==> config.mk <==
export PLATFORM = sky130hd
export DESIGN_NAME = counter_modn_prog
export DESIGN_NICKNAME = d
export VERILOG_FILES = /design/src/rtl/counter_modn_prog.sv
export SDC_FILE = /design/constraint.sdc
export NUM_CORES = 1
export LEC_CHECK = 0
export CAP_MARGIN = 20
export CORE_MARGIN = 4
export CORE_UTILIZATION = 54
export CTS_CLUSTER_DIAMETER = 120
export CTS_CLUSTER_SIZE = 25
export DETAILED_ROUTE_END_ITERATION = 7
export PLACE_DENSITY = 0.85
export SLEW_MARGIN = 30
export SYNTH_ARGS = -nofsm -noshare
export SYNTH_HDL_FRONTEND = slang
export SYNTH_SLANG_ARGS = --single-unit
==> constraint.sdc <==
create_clock -name Clk -period 3.9 [get_ports Clk]
set_input_delay 0.585 -clock Clk [delete_from_list [all_inputs] [get_ports Clk]]
set_output_delay 0.585 -clock Clk [all_outputs]
set_load 0.01 [all_outputs]
==> src/rtl/counter_modn_prog.sv <==
// Runtime-programmable modulo counter: up/down, load, one-shot start/done FSM,
// registered terminal-count pulse and saturating wrap-event counter. All outputs registered.
module counter_modn_prog #(
  parameter int Bits      = 8,
  parameter int Wrap_Bits = 4
) (
  input  logic                 Clk,
  input  logic                 Reset,
  input  logic                 En,
  input  logic [Bits-1:0]      Max_Count,
  input  logic                 Up_Dn,
  input  logic                 Mode,
  input  logic                 Start,
  input  logic                 Load,
  input  logic [Bits-1:0]      Load_Val,
  output logic [Bits-1:0]      out,
  output logic                 Tc,
  output logic                 Busy,
  output logic                 Done,
  output logic [Wrap_Bits-1:0] Wrap_Cnt
);

  typedef enum logic [1:0] {IDLE, RUN, DONE} state_t;

  state_t               state_q;
  logic [Bits-1:0]      out_q;
  logic                 tc_q;
  logic                 busy_q;
  logic                 done_q;
  logic [Wrap_Bits-1:0] wrap_q;

  logic [Bits-1:0]      step_d;
  logic [Bits-1:0]      term_d;
  logic [Bits-1:0]      load_d;
  logic                 wrap_ev_d;
  logic [Wrap_Bits-1:0] wrap_inc_d;

  // A count above Max_Count (after Max_Count was lowered) wraps on the next step.
  always_comb begin
    step_d    = out_q;
    wrap_ev_d = 1'b0;
    if (Up_Dn) begin
      wrap_ev_d = (out_q >= Max_Count);
      step_d    = wrap_ev_d ? '0 : out_q + 1'b1;
    end else begin
      wrap_ev_d = (out_q == '0) || (out_q > Max_Count);
      step_d    = wrap_ev_d ? Max_Count : out_q - 1'b1;
    end
    term_d     = Up_Dn ? Max_Count : '0;
    load_d     = (Load_Val > Max_Count) ? Max_Count : Load_Val;
    wrap_inc_d = (wrap_q == '1) ? wrap_q : wrap_q + 1'b1;
  end

  always_ff @(posedge Clk) begin
    if (Reset) begin
      state_q <= IDLE;
      out_q   <= '0;
      tc_q    <= 1'b0;
      busy_q  <= 1'b0;
      done_q  <= 1'b0;
      wrap_q  <= '0;
    end else if (Load) begin
      out_q  <= load_d;
      wrap_q <= '0;
      tc_q   <= 1'b0;
      if (!Mode) begin
        state_q <= IDLE;
        busy_q  <= 1'b0;
        done_q  <= 1'b0;
      end
    end else if (!Mode) begin
      state_q <= IDLE;
      busy_q  <= 1'b0;
      done_q  <= 1'b0;
      tc_q    <= En && wrap_ev_d;
      if (En) begin
        out_q <= step_d;
        if (wrap_ev_d) wrap_q <= wrap_inc_d;
      end
    end else begin
      // One-shot runs report completion through Done only, never Tc.
      tc_q <= 1'b0;
      case (state_q)
        IDLE, DONE: begin
          if (Start) begin
            out_q   <= Up_Dn ? '0 : Max_Count;
            busy_q  <= 1'b1;
            done_q  <= 1'b0;
            state_q <= RUN;
          end
        end
        RUN: begin
          if (En) begin
            out_q <= step_d;
            if (step_d == term_d) begin
              busy_q  <= 1'b0;
              done_q  <= 1'b1;
              state_q <= DONE;
            end
          end
        end
        default: state_q <= IDLE;
      endcase
    end
  end

  assign out      = out_q;
  assign Tc       = tc_q;
  assign Busy     = busy_q;
  assign Done     = done_q;
  assign Wrap_Cnt = wrap_q;

endmodule

==> impl_metrics.ini <==
[clock_tree]
path_clk_slew_ps = 70
cts_resized = 0
cts_max_level = 1
worstSkewPairLatency_ps = 260
clockRootBuffer = clkbuf_8
cts.sinks = 17
hold_buffers = 0
tritoncts = yes
numCtsBuffers = 3
cts_buffer_depth = 2
cts_setup_buffers = 0

[yosys]
syn_inst = 299
syn_avg_cell_area_um2 = 7.470
yosysWarnings = 0
ys_async_sr_fraction_pct = 0
netlist-cell-type-count = 61
synth_area_um2 = 2233
ys_seq_elements = 17
synth_edf_count = 0
synth_fp_nets = 342
synth_flop_cell = dfxtp_1
seq_area_frac_synth_pct = 15.24

[sta]
min_period_ps = 3672
setup_viol = 0
finalHoldViolations = 0
fin_worst_skew_ps = 3.350
fin_crit_sh_pct = 94.16
worst_pin_slew_ps = 657.1
fin_tns_setup_ps = 0
rsz0062_at_grt = false
max_slew_margin_pct = 55.86
slew_viol_final = 0
fmax_mhz = 272.3

[global_routing]
overflow = 0
grt_max_degree = 24
track_usage_pct = 28.65
antenna_found_initial = 0
grt_pass1_vias = 2405
grt_pass1_wl_mm = 11.75

[worst_setup_path]
critical_path_buf_inv_count = 2
crit_chain = clkdlybuf4s50_1 -> inv_1 -> ha_1 -> a21oi_1 -> o21a_1 -> or2_2 -> nand4_1 -> o221ai_1 -> nand3_1 -> a2111oi_4 -> o2111ai_2 -> a31o_1
reg2regPathDepth = 11
cp_max_fo = 9
crit_start = Max_Count[7]
arrival_ps = 3830
required_ps = 4060
cp_top_family = compound AO/OA/AOI/OAI gates
start_kind = primary input
slowest_delay_ps = 540
critPathCaptureType = flip-flop
regToRegSetupSlack_ps = 630
worstSetupPathType = primary input to flip-flop
r2r_end = Busy$_SDFFE_PP0P_
cpMaxStageDelayCell = clkdlybuf4s50_1
reg2reg_from = out[0]$_SDFFE_PP0P_

[floorplanning]
start_util_pct = 55.83
die_y_um = 72.31
io_pins = 38
core_area_um2 = 4000
die-area_um2 = 5229
die_w_um = 72.31
num_rows = 23

[finish]
num_antenna_cells = 0
drive_above_1_share_pct = 11.27
area_growth_pct = 24.93
fin_nets = 390
fin_cells = 396
layout_commonest_cell = clkdlybuf4s50_1
layout_common_cells = clkdlybuf4s50_1, nor2_1, buf_4

[place]
portBuffers = 37
dp_hpwl_mm = 5.813
gp_congestion = 0.9971
dp_cells = 392

[route]
dr.pass1.iters = 8
avgViaCountPerCell = 6.652
drt_iter0_markers = 323
drc = 0
detail-route-antenna-nets = 0
routed_wl_mm = 7.296
wl_per_cell_um = 18.42
vias = 2634

[run]
timing.max_cap.violations = 0

[min_path]
holdPathEnd = Done$_SDFFE_PP0P_
hp-class = flip-flop to flip-flop
min_from = Done$_SDFFE_PP0P_
whs_path_depth = 2

[pwr]
ir_drop_mv = 0.1826
p_leak_nw = 1.128
power_density_nw_per_um2 = 276.7

[outcome]
status = complete, no violations
[synthesized netlist by cell type, types with 2 or more instances]
cell type   n  area share [%]
o32a_1      3             1.3
a21o_1      3             1.0
o31a_1      2            0.78
a311oi_1    7             2.7
nor2b_1     3            0.84
clkbuf_1    9             1.5
nand3_1    13             2.9
nor2_1     34             5.7
buf_4       3             1.0
and3_1      8             2.2
o221ai_1    3             1.2
a221oi_1    3             1.2
inv_1      16             2.7
a22oi_1     2            0.67
and2_1      3            0.84
xor2_1      4             1.6
a2111oi_0   5             2.0
nor4_1      3            0.84
nand2b_1    5             1.4
o211ai_1    4             1.3
ha_1       20              11
a31o_1      2            0.78
nor3_1      8             1.8
or3_1       3            0.84
nand4_1     4             1.1
o21ai_1     2            0.45
o22ai_1     2            0.56
a221o_1     2            0.90
buf_6       2             1.0
xnor2_1     7             2.7
nor4_4      2             1.9
o21ai_0    11             2.5
nand2_1    21             3.5
a21oi_1    18             4.0
nand3b_1    2            0.67
a31oi_1     8             2.2
o2111ai_1   2            0.78
o21a_1      4             1.3
mux2i_1     5             2.2
dfxtp_1    17              15
a211oi_1    4             1.3
[kinds of logic (layout without fill, tap and decap cells)]
logic type / count (synthesis) / in the layout / synth area share (%)
xor gates and xnor gates: 11 / 11 / 4.314
and+or+nand+nor: 117 / 117 / 27.90
DFF: 17 / 17 / 15.24
adders and majority gates: 20 / 20 / 11.20
buffers and inverters: 32 / 79 / 6.610
AOI/OAI and AO/OA: 97 / 97 / 32.49
muxes: 5 / 5 / 2.241
[layer usage]
layer	global-route usage [%]	routed length (um)	vias to the layer above
li1	-	-	1239
met1	39.44	3078	1207
met2	43.48	3129	170
met3	7.895	903	18
met4	8.559	184	0
met5	0	0	-
[power breakdown]
part	switching, mW	total, mW	internal (mW)
registers	0.0160	0.200	0.184
clock network	0.0681	0.139	0.0712
logic	0.248	0.433	0.184
total	0.332	0.772	0.440
[tightest hold or removal path, delay by kind of cell (launching register included)]
kind	cells	cell delay (ps)
flops	1	310
mux	1	60
simple gates	1	50
[sequential cells by signal, indices dropped and copies added, names as in the netlist]
name and count:
state_q 2, out 8, Wrap_Cnt 4, Done 1, Busy 1, Tc 1
[metrics by stage]
stage	setup WS, ps	utilization, %	instance area (um^2)	power (mW)	hold WS [ps]
floorplan	836.8	-	2233	0.4812	453.5
global placement	188.4	68.60	2744	0.6168	465.9
detailed placement	37.53	68.60	2744	0.6202	458.9
CTS	322.8	69.75	2790	0.7600	468.9
global route	34.75	69.75	2790	0.8147	508.4
finish	227.8	69.75	2790	0.7720	463.8
[area by class of cell]
class	count	area, um^2
Multi-Input combinational cell	250	1745
Fill cell	337	1210
Timing Repair Buffer	59	535.5
Sequential cell	17	340.3
Tap cell	50	62.56
Inverter	16	60.06
Clock buffer	3	41.29
Clock inverter	1	5.005
[worst max-delay path by stage]
stage                              to  depth (start not counted)
floorplan           Busy$_SDFFE_PP0P_                         11
global placement    Busy$_SDFFE_PP0P_                         12
detailed placement  Busy$_SDFFE_PP0P_                         12
CTS                 Busy$_SDFFE_PP0P_                         12
global route        Busy$_SDFFE_PP0P_                         12
finish              Busy$_SDFFE_PP0P_                         12
Power figures use the tool's default switching activity.
